## src/rtl/dct_pkg.sv

```systemverilog
// Shared definitions for the visc_DCT stage blocks.
package dct_pkg;

  localparam int LANE_W = 64;
  localparam int LANES  = 8;

  localparam int unsigned L0 = 0;
  localparam int unsigned L1 = 1;
  localparam int unsigned L2 = 2;
  localparam int unsigned L3 = 3;
  localparam int unsigned L4 = 4;
  localparam int unsigned L5 = 5;
  localparam int unsigned L6 = 6;
  localparam int unsigned L7 = 7;

  typedef enum logic [1:0] {
    IDLE  = 2'd0,
    SOLVE = 2'd1,
    DONE  = 2'd2
  } state_t;

  typedef logic [1:0] step_t;

endpackage

```

## src/rtl/idct_half_butterfly.sv

```systemverilog
// Inverse half-butterfly: (a,b) -> ((a+b)>>>1, (a-b)>>>1) at LANE_W+1 bits.
module idct_half_butterfly #(
  parameter int LANE_W = 64
) (
  input  logic [LANE_W-1:0] i_a,
  input  logic [LANE_W-1:0] i_b,
  output logic [LANE_W-1:0] o_sum_half,
  output logic [LANE_W-1:0] o_diff_half
);

  logic [LANE_W:0] w_a_ext;
  logic [LANE_W:0] w_b_ext;
  logic [LANE_W:0] w_sum;
  logic [LANE_W:0] w_diff;

  assign w_a_ext = {i_a[LANE_W-1], i_a};
  assign w_b_ext = {i_b[LANE_W-1], i_b};
  assign w_sum   = w_a_ext + w_b_ext;
  assign w_diff  = w_a_ext - w_b_ext;

  // Arithmetic shift by one then keeping the low LANE_W bits is just bits [LANE_W:1].
  assign o_sum_half  = w_sum[LANE_W:1];
  assign o_diff_half = w_diff[LANE_W:1];

endmodule

```

## src/rtl/idct_8_stage_2_inner.sv

```systemverilog
// Inverse DCT stage-2 butterfly: recovers x[0..7] from stage-2 outputs o[0..7].
// Lanes 0..3 are solved in parallel; lanes 7..4 are solved serially through one subtractor.
module idct_8_stage_2_inner #(
  parameter  int LANE_W = dct_pkg::LANE_W,
  parameter  int LANES  = dct_pkg::LANES,
  localparam int DATA_W = LANES * LANE_W
) (
  input  logic              clk,
  input  logic              rst,
  input  logic [DATA_W-1:0] i_data_in,
  input  logic              i_valid,
  output logic              i_ready,
  output logic [DATA_W-1:0] o_data_out,
  output logic              o_valid,
  input  logic              o_ready
);

  import dct_pkg::*;

  state_t            r_state;
  step_t             r_step;
  logic [DATA_W-1:0] r_in;
  logic [DATA_W-1:0] r_out;
  logic              r_valid;

  logic              w_in_xfer;
  logic              w_out_xfer;
  logic [LANE_W-1:0] w_x0;
  logic [LANE_W-1:0] w_x1;
  logic [LANE_W-1:0] w_x2;
  logic [LANE_W-1:0] w_x3;
  logic [LANE_W-1:0] w_minuend;
  logic [LANE_W-1:0] w_subtrahend;
  logic [LANE_W-1:0] w_diff;

  assign i_ready    = !rst && ((r_state == IDLE) || ((r_state == DONE) && o_ready));
  assign w_in_xfer  = i_valid && i_ready;
  assign w_out_xfer = r_valid && o_ready;
  assign o_data_out = r_out;
  assign o_valid    = r_valid;

  idct_half_butterfly #(.LANE_W(LANE_W)) u_bfly_03 (
    .i_a         (r_in[L0*LANE_W +: LANE_W]),
    .i_b         (r_in[L3*LANE_W +: LANE_W]),
    .o_sum_half  (w_x0),
    .o_diff_half (w_x3)
  );

  idct_half_butterfly #(.LANE_W(LANE_W)) u_bfly_12 (
    .i_a         (r_in[L1*LANE_W +: LANE_W]),
    .i_b         (r_in[L2*LANE_W +: LANE_W]),
    .o_sum_half  (w_x1),
    .o_diff_half (w_x2)
  );

  // Operand select for the shared chain subtractor: x[k] = o[k] - x[k+1].
  always_comb begin
    w_minuend    = r_in[L6*LANE_W +: LANE_W];
    w_subtrahend = r_out[L7*LANE_W +: LANE_W];
    case (r_step)
      2'd2: begin
        w_minuend    = r_in[L5*LANE_W +: LANE_W];
        w_subtrahend = r_out[L6*LANE_W +: LANE_W];
      end
      2'd3: begin
        w_minuend    = r_in[L4*LANE_W +: LANE_W];
        w_subtrahend = r_out[L5*LANE_W +: LANE_W];
      end
      default: ;
    endcase
  end

  assign w_diff = w_minuend - w_subtrahend;

  // Control FSM with the step counter, input latch and registered result.
  always_ff @(posedge clk) begin
    if (rst) begin
      r_state <= IDLE;
      r_step  <= '0;
      r_in    <= '0;
      r_out   <= '0;
      r_valid <= 1'b0;
    end else begin
      case (r_state)
        IDLE: begin
          if (w_in_xfer) begin
            r_in    <= i_data_in;
            r_step  <= '0;
            r_state <= SOLVE;
          end
        end
        SOLVE: begin
          r_step <= r_step + 2'd1;
          case (r_step)
            2'd0: begin
              r_out[L0*LANE_W +: LANE_W] <= w_x0;
              r_out[L1*LANE_W +: LANE_W] <= w_x1;
              r_out[L2*LANE_W +: LANE_W] <= w_x2;
              r_out[L3*LANE_W +: LANE_W] <= w_x3;
              r_out[L7*LANE_W +: LANE_W] <= r_in[L7*LANE_W +: LANE_W];
            end
            2'd1: r_out[L6*LANE_W +: LANE_W] <= w_diff;
            2'd2: r_out[L5*LANE_W +: LANE_W] <= w_diff;
            default: begin
              r_out[L4*LANE_W +: LANE_W] <= w_diff;
              r_valid <= 1'b1;
              r_state <= DONE;
            end
          endcase
        end
        DONE: begin
          if (w_out_xfer) begin
            r_valid <= 1'b0;
            if (w_in_xfer) begin
              r_in    <= i_data_in;
              r_step  <= '0;
              r_state <= SOLVE;
            end else begin
              r_state <= IDLE;
            end
          end
        end
        default: r_state <= IDLE;
      endcase
    end
  end

endmodule

```

## config.mk

```make
export PLATFORM = sky130hd
export DESIGN_NAME = idct_8_stage_2_inner
export DESIGN_NICKNAME = d
export VERILOG_FILES = /design/src/rtl/dct_pkg.sv /design/src/rtl/idct_half_butterfly.sv /design/src/rtl/idct_8_stage_2_inner.sv
export SDC_FILE = /design/constraint.sdc
export NUM_CORES = 2
export LEC_CHECK = 0
export BUFFER_PORTS_ARGS = -buffer_cell sky130_fd_sc_hd__clkbuf_2
export CORE_AREA = 2 2 404 406
export CTS_BUF_LIST = sky130_fd_sc_hd__clkbuf_8
export DETAILED_ROUTE_END_ITERATION = 10
export DIE_AREA = 0 0 406 408
export PLACE_DENSITY = 0.59
export REMOVE_ABC_BUFFERS = 1
export SYNTH_ARGS = -nofsm -noshare
export SYNTH_HDL_FRONTEND = slang
export SYNTH_SLANG_ARGS = --single-unit
```

## constraint.sdc

```tcl
create_clock -name clk -period 10.65 [get_ports clk]
set_input_delay 0.5325 -clock clk [delete_from_list [all_inputs] [get_ports clk]]
set_output_delay 0.5325 -clock clk [all_outputs]
set_load 0.01 [all_outputs]
```

==> impl_summary.log <==
[metrics] most common library cell in the layout ignoring fill and taps: sky130_fd_sc_hd__nand2_1
[metrics] Rows: 148
[metrics] fin area: 71890 µm²
[metrics] worst slack on hold paths: 104.7 ps
[metrics] cell count after synthesis: 7574
[metrics] path class of the lowest-slack min-delay path: in -> reg
[metrics] count of warnings emitted by yosys: 0
[metrics] Clk pin slew, worst setup/hold paths: 60 ps
[metrics] final standard cell utilization of the core: 44.47%
[metrics] setup repair after global routing missed its margin: no
[metrics] remaining number of nets flagged by the antenna check after routing: 0
[metrics] Via density: 5.430
[metrics] die height: 408 µm
[metrics] via count of the first global-routing pass: 58791
[metrics] peak fanout along the critical path: 67
[metrics] vias after detailed routing: 60773
[metrics] critical path data required time: 11510 ps
[metrics] family with the most delay on the worst path: compound AO/OA/AOI/OAI gates
[metrics] HPWL after detailed placement: 192000 µm
[metrics] Most common cell on crit path: sky130_fd_sc_hd__buf_4
[metrics] WHS Endpoint: r_in[178]
[metrics] GRT Overall Usage: 29.61%
[metrics] Root Buffer: sky130_fd_sc_hd__clkbuf_8
[metrics] initial antenna violation count: 23
[metrics] layout cells sized above 1: 16.06%
[metrics] Critical Path Slowest Stage Cell: sky130_fd_sc_hd__nor3_1
[metrics] Netlist Area Pre-Place: 55950 µm²
[metrics] clk_skew: 73.59 ps
[metrics] mean routed wirelength per cell: 22.96 µm
[metrics] clock buffer count from CTS: 182
[metrics] final critical delay including setup and external delays: 6453 ps
[metrics] fraction of the cycle the final worst path needs: 60.59%
[metrics] count of flip-flops with a built-in enable after synthesis: 0
[metrics] setup slack on the worst flop-to-flop path: 4200 ps
[metrics] leakage power total: 30.44 nW
[metrics] Die Area: 165600 µm²
[metrics] Post-route DRC: 0
[metrics] number of cells traversed by the worst hold path: 3
[metrics] DP Area: 62210 µm²
[metrics] number of buffers on the longest clock path: 3
[metrics] stage delay of the slowest cell on the critical path: 740 ps
[metrics] I/O pin count: 1030
[metrics] crit path kind: reg -> reg
[metrics] nets@finish: 9698
[metrics] critical-path cell list: ha_4 > buf_4 > nor2_4 > buf_4 > buf_4 > a21oi_1 > ha_1 > a21o_1 > a21o_1 > a21oi_1 > a21boi_0 > a31oi_1 > nor3_1 > o31ai_2 > a31oi_1 > o211ai_2 > o311ai_1
[metrics] total power consumption of the routed design: 0.01107 W
[metrics] Worst Tran Pin Value: 1193 ps
[metrics] TritonCTS clock tree: done
[metrics] highest clock rate: 155.0 MHz
[metrics] Fin. Hold Viols: 0
[metrics] total number of clock tree sinks: 1029
[metrics] ys flop type: sky130_fd_sc_hd__dfxtp_1
[metrics] # setup viols final: 0
[metrics] length of the first detailed-routing pass in iterations: 6
[metrics] horizontal die dimension: 406 µm
[metrics] sum of buffers and inverters on the critical path: 3
[metrics] number of max-cap violations: 0
[metrics] Layout Area Growth over Synthesis: 28.49%
[metrics] sort of element at the start of the critical path: flop
[metrics] CP endpoint kind: flop
[metrics] min-delay src: i_data_in[178]
[metrics] number of levels in the clock H-tree: 4
[metrics] routability-driven placement congestion ratio: 0.9760
[metrics] fraction of synthesis flops using an asynchronous set or reset pin: 0%
[metrics] flip-flop and latch count after synthesis: 1029
[metrics] Register-to-Register Path Depth: 17
[metrics] initial standard-cell utilization of the core: 34.61%
[metrics] pwr dens: 154.0 nW/µm²
[metrics] worst r2r src: r_step[1]
[metrics] endpoint of the lowest-slack register-to-register path: o_data_out[446]
[metrics] post-synthesis average cell area: 7.387 µm²
[metrics] Cell variety after synth: 99
[metrics] wire length of the first global-routing pass: 372700 µm
[metrics] DRC marker count from the first detailed-route iteration: 5069
[metrics] maximum vdd ir drop: 0.1293 mV
[metrics] clock latency reported for the late side of the worst-skew pair: 1010 ps
[metrics] Rel. slew slack: 20.49%
[metrics] run status: finished clean
[metrics] Post-Route WL: 257000 µm
[metrics] arrival time reported for the critical path endpoint: 7320 ps
[metrics] final max-slew violation count: 0
[metrics] largest net degree at the start of global routing: 197
[metrics] remaining global-route overflow: 0
[metrics] sequential share of the synthesized area: 36.82%
[metrics] PortBufs: 1029
[metrics] area of the core region: 161700 µm²
[metrics] most used cells in the layout excluding fill and tap cells: sky130_fd_sc_hd__nand2_1 (1921), sky130_fd_sc_hd__a21oi_1 (1230), sky130_fd_sc_hd__dfxtp_1 (1029)
[metrics] quantity of gates resized following cts: 0
-- flip-flops by register name (all words and copies together) (netlist names) --
register and cells:
o_data_out 512, o_valid 1, r_in 512, r_state 2
r_step 2
-- worst register-to-register path: stages, from the launching register on --
cell and delay [ps]:
sky130_fd_sc_hd__dfxtp_1 380, sky130_fd_sc_hd__ha_4 180, sky130_fd_sc_hd__buf_4 340, sky130_fd_sc_hd__nor2_4 630, sky130_fd_sc_hd__buf_4 500, sky130_fd_sc_hd__buf_4 710
sky130_fd_sc_hd__a21oi_1 230, sky130_fd_sc_hd__ha_1 460, sky130_fd_sc_hd__a21o_1 240, sky130_fd_sc_hd__a21o_1 170, sky130_fd_sc_hd__a21oi_1 200, sky130_fd_sc_hd__a21boi_0 200
sky130_fd_sc_hd__a31oi_1 110, sky130_fd_sc_hd__nor3_1 740, sky130_fd_sc_hd__o31ai_2 230, sky130_fd_sc_hd__a31oi_1 510, sky130_fd_sc_hd__o211ai_2 220, sky130_fd_sc_hd__o311ai_1 320
-- timing repair --
item | in CTS | in global routing
hold endpoints to repair | 540 | 0
hold buffers | 558 | 0
buffers inserted | 0 | 0
-- cell type report --
cell class	count	area (µm²)
clock buffers	231	3179
diodes	17	42.54
clock inverters	97	864.6
repair buffers	1628	11140
flip-flops and latches	1029	20600
inverters	281	1057
fillers	16465	89770
well taps	2175	2721
multi-input cells	5735	32280
-- where the power goes --
| group | internal (W) | switching [W] | leakage [nW] |
|---|---|---|---|
| registers | 0.00407 | 0.000188 | 8.38 |
| clock network | 0.00223 | 0.00186 | 2.24 |
| logic | 0.000988 | 0.00174 | 19.8 |
-- per-layer routing --
| layer | vias to the layer above | wire length (µm) | global-route usage [%] |
|---|---|---|---|
| met3 | 620 | 18180 | 6.165 |
| met1 | 29045 | 104000 | 35.66 |
| met5 | - | 48 | 0 |
| met2 | 2472 | 118100 | 48.32 |
| li1 | 28628 | - | - |
| met4 | 8 | 16710 | 17.73 |
-- cells by family after synthesis --
logic type	Yosys count	share of synthesized area (%)
simple gates	2863	21.24
flops	1029	36.82
compound gates	2281	24.80
xor+xnor	261	4.086
mux	5	0.08946
buf+inv	810	5.629
fa+ha+maj	325	7.336
-- cells in the mapped netlist, drive strengths merged (48+ instances only) --
master / n / area, µm²
a211oi: 118 / 900.9
a21o: 94 / 705.7
a21oi: 1234 / 6191
a22o: 71 / 621.9
a22oi: 65 / 488.0
a31oi: 49 / 340.3
buf: 104 / 499.2
clkbuf: 425 / 1595
dfxtp: 1029 / 20600
ha: 320 / 4004
inv: 277 / 1040
nand2: 1927 / 7236
nand3: 128 / 640.6
nand4: 76 / 496.7
nor2: 421 / 1580
nor3: 92 / 465.5
o21ai: 272 / 1369
o21bai: 89 / 668.1
o31ai: 48 / 425.4
xnor2: 213 / 1866
xor2: 48 / 420.4
-- through the flow --
stage / setup TNS [ps] / worst slack [ps] / instances
final: 0 / 4197 / 11193
after global routing: 0 / 3774 / 11191
after CTS: 0 / 4309 / 11176
after detailed placement: 0 / 4312 / 10290
after global placement: 0 / 4438 / 10290
after floorplan: -71040 / -1498 / 7045
-- how the worst max path moves through the flow --
stage                          start         endpoint  slack, ps  depth (start not counted)
after CTS                  r_step[1]  o_data_out[382]       4310                         16
after global routing       r_step[1]  o_data_out[382]       3770                         16
after detailed placement   r_step[1]  o_data_out[446]       4310                         17
after global placement     r_step[1]  o_data_out[318]       4440                         16
after floorplan           r_state[0]  o_data_out[248]      -1500                          6
final                      r_step[1]  o_data_out[446]       4200                         17
No activity file was read; power rests on OpenSTA's default activity.
